**config.mk**
```make
export PLATFORM = sky130hd
export DESIGN_NAME = dynamic_output_rr_sched_flat
export DESIGN_NICKNAME = d
export VERILOG_FILES = /design/src/rtl/dynamic_output_rr_sched_if.sv /design/src/rtl/dynamic_output_rr_sched.sv /design/src/flat_wrapper.sv
export SDC_FILE = /design/constraint.sdc
export NUM_CORES = 1
export LEC_CHECK = 0
export CELL_PAD_IN_SITES_DETAIL_PLACEMENT = 1
export CELL_PAD_IN_SITES_GLOBAL_PLACEMENT = 1
export CORE_MARGIN = 5
export CORE_UTILIZATION = 33
export DETAILED_ROUTE_END_ITERATION = 16
export HOLD_SLACK_MARGIN = 0.08
export PLACE_DENSITY_LB_ADDON = 0.1
export SYNTH_ARGS = -nofsm -noshare
export SYNTH_HDL_FRONTEND = slang
export SYNTH_SLANG_ARGS = --single-unit
```
**constraint.sdc**
```tcl
create_clock -name clk -period 2.6 [get_ports clk]
set_clock_uncertainty 0.1 [all_clocks]
set_input_delay 0.26 -clock clk [delete_from_list [all_inputs] [get_ports clk]]
set_output_delay 0.26 -clock clk [all_outputs]
set_load 0.005 [all_outputs]
```
**src/rtl/dynamic_output_rr_sched_if.sv**
```systemverilog
// Signal bundle between the input buffers, the output mux/link register and
// the round-robin wormhole scheduler of one dynamic-network output port.
interface dynamic_output_rr_sched_if #(
    parameter int CNT_WIDTH = 3
);
    logic                 route_req_0_in;
    logic                 route_req_1_in;
    logic                 valid_0_in;
    logic                 valid_1_in;
    logic                 tail_0_in;
    logic                 tail_1_in;
    logic                 yummy_in;
    logic                 current_route_out;
    logic                 valid_out;
    logic                 thanks_0_out;
    logic                 thanks_1_out;
    logic                 busy_out;
    logic [CNT_WIDTH-1:0] credit_cnt_out;
    logic                 ec_wants_to_send_but_cannot;
    logic                 credit_err_out;

    modport slave (
        input  route_req_0_in,
        input  route_req_1_in,
        input  valid_0_in,
        input  valid_1_in,
        input  tail_0_in,
        input  tail_1_in,
        input  yummy_in,
        output current_route_out,
        output valid_out,
        output thanks_0_out,
        output thanks_1_out,
        output busy_out,
        output credit_cnt_out,
        output ec_wants_to_send_but_cannot,
        output credit_err_out
    );

    modport master (
        output route_req_0_in,
        output route_req_1_in,
        output valid_0_in,
        output valid_1_in,
        output tail_0_in,
        output tail_1_in,
        output yummy_in,
        input  current_route_out,
        input  valid_out,
        input  thanks_0_out,
        input  thanks_1_out,
        input  busy_out,
        input  credit_cnt_out,
        input  ec_wants_to_send_but_cannot,
        input  credit_err_out
    );
endinterface

```
**src/rtl/dynamic_output_rr_sched.sv**
```systemverilog
// Two-input round-robin wormhole scheduler for one dynamic-network output
// port: holds a grant from head to tail and gates flits on downstream credits.
module dynamic_output_rr_sched #(
    parameter int CREDITS   = 4,
    parameter int CNT_WIDTH = 3
) (
    input logic                      clk,
    input logic                      rst_n,
    dynamic_output_rr_sched_if.slave bus
);
    typedef enum logic [1:0] {
        IDLE    = 2'd0,
        ROUTE_0 = 2'd1,
        ROUTE_1 = 2'd2
    } state_t;

    localparam logic [CNT_WIDTH-1:0] CREDIT_MAX = CNT_WIDTH'(CREDITS);

    state_t               state_q, state_d;
    logic                 prio_q, prio_d;
    logic                 route_q, route_d;
    logic [CNT_WIDTH-1:0] credit_q, credit_d;
    logic                 err_q, err_d;

    logic req_0, req_1;
    logic credit_ok;
    logic grant_1;
    logic launch;
    logic pop_0, pop_1;
    logic stall;

    assign req_0     = bus.route_req_0_in & bus.valid_0_in;
    assign req_1     = bus.route_req_1_in & bus.valid_1_in;
    assign credit_ok = (credit_q != '0);
    assign grant_1   = req_1 & (~req_0 | prio_q);

    always_ff @(posedge clk) begin
        if (!rst_n) begin
            state_q  <= IDLE;
            prio_q   <= 1'b0;
            route_q  <= 1'b0;
            credit_q <= CREDIT_MAX;
            err_q    <= 1'b0;
        end else begin
            state_q  <= state_d;
            prio_q   <= prio_d;
            route_q  <= route_d;
            credit_q <= credit_d;
            err_q    <= err_d;
        end
    end

    // On a tail only the other input is considered, since the granted input's
    // next head is not visible yet; that is what gives zero-gap alternation.
    always_comb begin
        state_d = state_q;
        prio_d  = prio_q;
        route_d = route_q;
        launch  = 1'b0;
        pop_0   = 1'b0;
        pop_1   = 1'b0;
        stall   = 1'b0;
        case (state_q)
            IDLE: begin
                if (req_0 | req_1) begin
                    route_d = grant_1;
                    state_d = grant_1 ? ROUTE_1 : ROUTE_0;
                end
            end
            ROUTE_0: begin
                launch = bus.valid_0_in & credit_ok;
                pop_0  = launch;
                stall  = bus.valid_0_in & ~credit_ok;
                if (launch & bus.tail_0_in) begin
                    prio_d = 1'b1;
                    if (req_1) begin
                        state_d = ROUTE_1;
                        route_d = 1'b1;
                    end else begin
                        state_d = IDLE;
                    end
                end
            end
            ROUTE_1: begin
                launch = bus.valid_1_in & credit_ok;
                pop_1  = launch;
                stall  = bus.valid_1_in & ~credit_ok;
                if (launch & bus.tail_1_in) begin
                    prio_d = 1'b0;
                    if (req_0) begin
                        state_d = ROUTE_0;
                        route_d = 1'b0;
                    end else begin
                        state_d = IDLE;
                    end
                end
            end
            default: begin
                state_d = IDLE;
            end
        endcase
    end

    // A credit returned while already full is dropped and flagged stickily.
    always_comb begin
        credit_d = credit_q;
        err_d    = err_q;
        case ({launch, bus.yummy_in})
            2'b10: credit_d = credit_q - 1'b1;
            2'b01: begin
                if (credit_q == CREDIT_MAX) begin
                    err_d = 1'b1;
                end else begin
                    credit_d = credit_q + 1'b1;
                end
            end
            default: credit_d = credit_q;
        endcase
    end

    assign bus.current_route_out           = route_q;
    assign bus.valid_out                   = launch;
    assign bus.thanks_0_out                = pop_0;
    assign bus.thanks_1_out                = pop_1;
    assign bus.busy_out                    = (state_q != IDLE);
    assign bus.credit_cnt_out              = credit_q;
    assign bus.ec_wants_to_send_but_cannot = stall;
    assign bus.credit_err_out              = err_q;
endmodule
```
**src/flat_wrapper.sv**
```systemverilog
// flat-port wrapper written by rule: the top's interface ports become plain ports
module dynamic_output_rr_sched_flat 
#(
    parameter int CREDITS   = 4,
    parameter int CNT_WIDTH = 3
)
  (clk, rst_n, bus_route_req_0_in, bus_route_req_1_in, bus_valid_0_in, bus_valid_1_in, bus_tail_0_in, bus_tail_1_in, bus_yummy_in, bus_current_route_out, bus_valid_out, bus_thanks_0_out, bus_thanks_1_out, bus_busy_out, bus_credit_cnt_out, bus_ec_wants_to_send_but_cannot, bus_credit_err_out);
  dynamic_output_rr_sched_if #(.CNT_WIDTH(CNT_WIDTH)) bus_i ();
  input logic clk;
  input logic rst_n;
  input wire logic [$bits(bus_i.route_req_0_in)-1:0] bus_route_req_0_in;
  input wire logic [$bits(bus_i.route_req_1_in)-1:0] bus_route_req_1_in;
  input wire logic [$bits(bus_i.valid_0_in)-1:0] bus_valid_0_in;
  input wire logic [$bits(bus_i.valid_1_in)-1:0] bus_valid_1_in;
  input wire logic [$bits(bus_i.tail_0_in)-1:0] bus_tail_0_in;
  input wire logic [$bits(bus_i.tail_1_in)-1:0] bus_tail_1_in;
  input wire logic [$bits(bus_i.yummy_in)-1:0] bus_yummy_in;
  output wire logic [$bits(bus_i.current_route_out)-1:0] bus_current_route_out;
  output wire logic [$bits(bus_i.valid_out)-1:0] bus_valid_out;
  output wire logic [$bits(bus_i.thanks_0_out)-1:0] bus_thanks_0_out;
  output wire logic [$bits(bus_i.thanks_1_out)-1:0] bus_thanks_1_out;
  output wire logic [$bits(bus_i.busy_out)-1:0] bus_busy_out;
  output wire logic [$bits(bus_i.credit_cnt_out)-1:0] bus_credit_cnt_out;
  output wire logic [$bits(bus_i.ec_wants_to_send_but_cannot)-1:0] bus_ec_wants_to_send_but_cannot;
  output wire logic [$bits(bus_i.credit_err_out)-1:0] bus_credit_err_out;
  assign bus_i.route_req_0_in = bus_route_req_0_in;
  assign bus_i.route_req_1_in = bus_route_req_1_in;
  assign bus_i.valid_0_in = bus_valid_0_in;
  assign bus_i.valid_1_in = bus_valid_1_in;
  assign bus_i.tail_0_in = bus_tail_0_in;
  assign bus_i.tail_1_in = bus_tail_1_in;
  assign bus_i.yummy_in = bus_yummy_in;
  assign bus_current_route_out = bus_i.current_route_out;
  assign bus_valid_out = bus_i.valid_out;
  assign bus_thanks_0_out = bus_i.thanks_0_out;
  assign bus_thanks_1_out = bus_i.thanks_1_out;
  assign bus_busy_out = bus_i.busy_out;
  assign bus_credit_cnt_out = bus_i.credit_cnt_out;
  assign bus_ec_wants_to_send_but_cannot = bus_i.ec_wants_to_send_but_cannot;
  assign bus_credit_err_out = bus_i.credit_err_out;
  dynamic_output_rr_sched #(.CREDITS(CREDITS), .CNT_WIDTH(CNT_WIDTH)) u_core (.clk(clk), .rst_n(rst_n), .bus(bus_i));
endmodule
```
==> results.toml, run 1 <==
[outcome]
outcome = "finished clean"

[power]
vdd_ir_drop_max_mv = 0.4466
power_density_nw_per_um2 = 811.5
pwr-share-seq = 0.271
clock_power_share = 0.137
p_sw_uw = 310.5
combinationalPowerShare = 0.591
power_uw = 738.2
internal_power_uw = 427.7
swShare = 0.4207
leakage_nw = 0.3888

[cells_and_area]
post-route-util = 0.4684
drive_above_1_share = 0.08491
nNetsFinal = 122
final_cells = 133
final_cell_area_um2 = 909.6
area_delta_synth_final_pct = 36.91
diodes = 0

[worst_hold_path]
hp-start = "u_core.bus.credit_err_out"
timing.hold.worst.class = "register to register"

[timing]
min_period_over_period = 0.8948
setup_viol = 0
hold_viol = 0
setup_slack_ns = 0.2736
clock.fmax_ghz = 0.4298
hold_ws_ns = 0.4059
grt_setup_unrepaired = "no"
fin_tns_setup_ns = 0
drv_slew = 0
worst_pin_slew_ns = 0.4630
layout_min_cycle_time_ns = 2.326
maxSlewHeadroom = 0.6890

[synthesis]
ys_ff_latch = 8
syn-num-nets = 99
synth_area_leaders = "dfxtp_1 24%, ha_1 7.5%, nand2_1 5.6%, nor2_1 5.1%, mux2i_1 4.5%"
syn-instance-count = 85
yosysWarningCount = 0
yosysSeqAreaShare = 0.2411
ys.flop_type = "dfxtp_1"
synth-edff-count = 0
synth_top_area_share = 0.2411
async_reset_ff_frac = 0
yosys.area.top_type = "dfxtp_1"
synth_cell_types = 36
syn_avg_cell_area_um2 = 7.816
netlist_area_um2 = 664.4

[global_route]
grt_pass1_wl_um = 3353
grt_overflow = 0
grt_max_degree = 10
first_global_vias = 761
gr-usage-all-layers = 0.1575
antenna_found_initial = 0

[critical_path]
cp_data_arrival_time_ns = 2.38
crit_path_frequent_cell = "nand2_1"
critical-path-max-stage-delay_ns = 0.44
critical_path_required_ns = 2.65
cp_top_family = "adder cells"
crit_start = "u_core.state_q[0]"
cp_slowest_cell = "fa_1"
startpoint_type = "register"
critPathMaxFanout = 5
end_kind = "register"
r2r_slack_ns = 0.27
crit_chain = "inv_1 -> ha_1 -> a22o_1 -> nand3_2 -> nand2_1 -> fa_1 -> nand2_1 -> a21oi_1 -> a311oi_1 -> o21ai_1"
crit_type = "register to register"
r2r_start = "u_core.state_q[0]"
crit_buf_inv = 1

[cts]
clock-root-buffer = "clkbuf_4"
cts.sinks = 8
cts_buffer_depth = 2
worstSkewPairLatency_ns = 0.26
cts-htree-levels = 1
ctsHoldBuffers = 0
clk_pin_slew_ns = 0.06
cts-buffers-inserted = 3
cts_tree = "yes"
postCtsSetupBuffers = 0
cts_resized = 0

[die]
dieArea_um2 = 3011
pin_count = 19
initial_utilization = 0.3421
num_rows = 16
die_x_um = 54.87
die_h_um = 54.87
coreArea_um2 = 1942

[job]
cap_violations = 0

[placement]
gp_congestion = 0.8021
pre_cts_ws_ns = 0.1435
dp.cells = 130
port_buffers = 18
place_area_um2 = 887.1
dp_hpwl_um = 1694

[detailed_routing]
drc_errors = 0
routed_via_density = 5.459
drt-total-wl_um = 2111
drt_iter0_drc = 4
postRouteAntennaNets = 0
vias = 726
dr.pass1.iters = 4
post_drt_wl_per_cell_um = 15.87
layout make-up:
type / instances / area, um^2
fill: 252 / 1032
multi-input combinational: 66 / 460.4
timing repair buffer: 21 / 202.7
sequential: 8 / 160.2
tap: 27 / 33.78
inverter: 8 / 30.03
clock buffer: 3 / 22.52
synth_stat cells (all sizes together) (2+ instances only):
master	count
inv	8
a221oi	2
dfxtp	8
and3	3
a31oi	3
buf	2
o21ai	5
a21boi	2
nand2	10
nor2	9
nor3	2
a21oi	3
ha	4
mux2i	3
placed cells by master, fill, tap and decap left out, types with 4 or more instances in the layout:
cell             synthesis  routed
inv_1                    8       8
clkdlybuf4s50_1          0      18
nor2_1                   9       9
ha_1                     4       4
dfxtp_1                  8       8
nand2_1                 10      10
final timing paths:
kind	end	cells after the start
setup / recovery	u_core.bus.credit_cnt_out[2]	10
hold reg to reg	u_core.bus.credit_err_out	2
setup reg to reg	u_core.bus.credit_cnt_out[2]	10
hold / removal	u_core.bus.credit_err_out	2
registers in the layout, summed over array words and instances (netlist names):
signal and count:
u_core.prio_q 1, u_core.bus.current_route_out 1, u_core.bus.credit_cnt_out 3, u_core.state_q 2
u_core.bus.credit_err_out 1
power groups by stage:
| stage | Clock, mW | Combinational, mW | Sequential [mW] |
|---|---|---|---|
| after floorplan | 0 | 0.258 | 0.195 |
| after global placement | 0 | 0.417 | 0.201 |
| after global routing | 0.114 | 0.476 | 0.208 |
| after detailed placement | 0 | 0.430 | 0.203 |
| final | 0.101 | 0.436 | 0.200 |
| after CTS | 0.105 | 0.436 | 0.201 |
routing by layer:
layer  part of all wire  GRT usage  wire, um  up-vias
met5                  0          0         0        -
met4              0.014    0.06224        29        0
met3              0.059    0.04087       125        4
met2               0.43     0.2382       908       17
met1               0.50     0.2097      1048      347
li1                   -          -         -      358
kinds of logic (layout without fill, tap and decap cells):
group           Yosys count  in the layout  synth area share
fa+ha+maj                 5              5            0.1055
compound gates           28             28            0.3239
mux                       3              3           0.04520
flops                     8              8            0.2410
xor+xnor                  1              1           0.01319
buf+inv                  11             32           0.06591
simple gates             29             29            0.2053
worst min-delay path, cell delays in order (launching register included):
cell and delay (ns):
dfxtp_1 0.33, a41oi_1 0.06, nor2_1 0.08
Power figures use the tool's default switching activity.
==> inputs of run 2 (changes only) <==
--- a/config.mk
+++ b/config.mk
@@ -7,11 +7,13 @@
 export LEC_CHECK = 0
 export CELL_PAD_IN_SITES_DETAIL_PLACEMENT = 1
 export CELL_PAD_IN_SITES_GLOBAL_PLACEMENT = 1
+export CORE_ASPECT_RATIO = 0.8
 export CORE_MARGIN = 5
 export CORE_UTILIZATION = 33
 export DETAILED_ROUTE_END_ITERATION = 16
 export HOLD_SLACK_MARGIN = 0.08
-export PLACE_DENSITY_LB_ADDON = 0.1
+export PLACE_DENSITY = 0.79
+export RECOVER_POWER = 100
 export SYNTH_ARGS = -nofsm -noshare
 export SYNTH_HDL_FRONTEND = slang
 export SYNTH_SLANG_ARGS = --single-unit
==> run 2 against run 1 <==
Global-route usage fell by 1.1 points. Sequential power hardly changed. Combinational power fell by 6.2%. Power is 4.0% lower. Via count fell by 0.55%. Non-clock buffer count is the same. Highest routed layer unchanged. Register-to-register slack barely moved.
==> results.toml, run 2 (synthesis gave the netlist of run 1 again) <==
[critical_path]
cp_top_family = "buffers and inverters"
r2r_slack_ns = 0.28
r2r_start = "u_core.state_q[0]"
cp_slowest_cell = "dlygate4sd3_1"
crit_chain = "inv_1 -> ha_1 -> clkbuf_1 -> nand2_1 -> o21ai_0 -> and3_1 -> dlygate4sd3_1"
crit_buf_inv = 3
r2r-end = "u_core.bus.credit_cnt_out[2]"
critPathMaxFanout = 8
rr_worst_depth = 10
cp_data_arrival_time_ns = 2.09
crit_type = "register to primary output"
end_kind = "primary output"
critical_path_required_ns = 2.24
startpoint_type = "register"
cp.depth = 7
crit_start = "u_core.state_q[0]"
crit_end = "bus_ec_wants_to_send_but_cannot"
critical-path-max-stage-delay_ns = 0.57

[placement]
pre_cts_ws_ns = 0.1610
port_buffers = 18
dp_hpwl_um = 1621
gp_congestion = 0.7305

[timing]
fin_tns_setup_ns = 0
setup_slack_ns = 0.1527
maxSlewHeadroom = 0.6080
layout_min_cycle_time_ns = 2.447
min_period_over_period = 0.9413
setup_viol = 0
worst_pin_slew_ns = 0.5881
grt_setup_unrepaired = "no"
hold_viol = 0
clock.fmax_ghz = 0.4086
drv_slew = 0

[detailed_routing]
drt_iter0_drc = 10
dr.pass1.iters = 4
drt-total-wl_um = 1971
post_drt_wl_per_cell_um = 15.16
drc_errors = 0
routed_via_density = 5.554
postRouteAntennaNets = 0
vias = 722

[power]
vdd_ir_drop_max_mv = 0.3959
power_uw = 708.4
power_density_nw_per_um2 = 791.9
leakage_nw = 0.4014

[cts]
clock-root-buffer = "clkbuf_4"
cts.sinks = 8
cts-htree-levels = 1
clk_pin_slew_ns = 0.07
cts_resized = 0
cts_buffer_depth = 2
cts_tree = "yes"
ctsHoldBuffers = 0
postCtsSetupBuffers = 0
cts-buffers-inserted = 3
worstSkewPairLatency_ns = 0.26

[worst_hold_path]
hp-start = "u_core.bus.credit_err_out"
timing.hold.worst.class = "register to register"

[job]
cap_violations = 0

[cells_and_area]
layout_common_cells = "10 x nand2_1, 10 x dlygate4sd3_1, 9 x nor2_1"
diodes = 0
area_delta_synth_final_pct = 34.65
largest_register_ffs = 3
drive_above_1_share = 0.06604
fillerInstances = 241
nNetsFinal = 122

[die]
coreArea_um2 = 1892
die_h_um = 50.13
num_rows = 14
die_x_um = 60.17
pin_count = 19
dieArea_um2 = 3016
initial_utilization = 0.3512

[global_route]
gr-usage-all-layers = 0.1462
grt_pass1_wl_um = 3387
grt_overflow = 0
grt_max_degree = 10
antenna_found_initial = 0
first_global_vias = 736

[outcome]
outcome = "finished clean"
-- run 2: cell types whose count changed in the layout (fill, tap and decap cells not counted) --
cell,delta
buf_4,-1
o41ai_2,-1
dlygate4sd3_1,+10
clkdlybuf4s50_1,-10
o21ai_0,+1
clkbuf_1,+1
o21ai_1,-1
a21boi_0,+1
o41ai_1,+1
a21boi_1,-1
-- run 2: layer usage --
layer | global-route usage | routed length (um)
met5 | 0 | 0
met2 | 0.1996 | 832
met3 | 0.06410 | 108
met4 | 0.04428 | 46
met1 | 0.2049 | 983
-- run 2: how the worst min path moves through the flow --
stage                                         to  slack, ns  cells after the start
finish                 u_core.bus.credit_err_out       0.40                      2
global route           u_core.bus.credit_err_out       0.43                      2
CTS                    u_core.bus.credit_err_out       0.40                      2
detailed placement     u_core.bus.credit_err_out       0.38                      2
global placement       u_core.bus.credit_err_out       0.38                      2
floorplan           u_core.bus.credit_cnt_out[0]       0.31                      2
-- run 2: power breakdown --
part / internal [mW] / total [mW] / switching (mW)
combinational: 0.197 / 0.409 / 0.211
clock: 0.0531 / 0.100 / 0.0472
sequential: 0.158 / 0.199 / 0.0414
total: 0.408 / 0.708 / 0.300
-- run 2: worst reg2reg max path, stage by stage, from the launching register on --
cell,delay (ns)
dfxtp_1,0.38
inv_1,0.09
ha_1,0.23
a22o_1,0.26
nand3_2,0.14
nand2_1,0.09
fa_1,0.44
nand2_1,0.11
a21oi_1,0.06
a311oi_1,0.23
o21ai_0,0.10
-- run 2: final cells by class --
type | instances | area, um^2 | area share
inverters | 8 | 30.03 | 0.03357
clock buffers | 3 | 22.52 | 0.02517
well taps | 24 | 30.03 | 0.03357
multi-input cells | 66 | 452.9 | 0.5063
flip-flops and latches | 8 | 160.2 | 0.1790
repair buffers | 21 | 198.9 | 0.2224
-- run 2: through the flow --
step	utilization	cell area (um^2)	instances	hold WS (ns)
after floorplan	-	664.4	85	0.3109
after global placement	0.4669	883.3	127	0.3841
after detailed placement	0.4669	883.3	127	0.3791
after CTS	0.4788	905.9	130	0.4017
after global routing	0.4729	894.6	130	0.4311
final	0.4729	894.6	130	0.3952
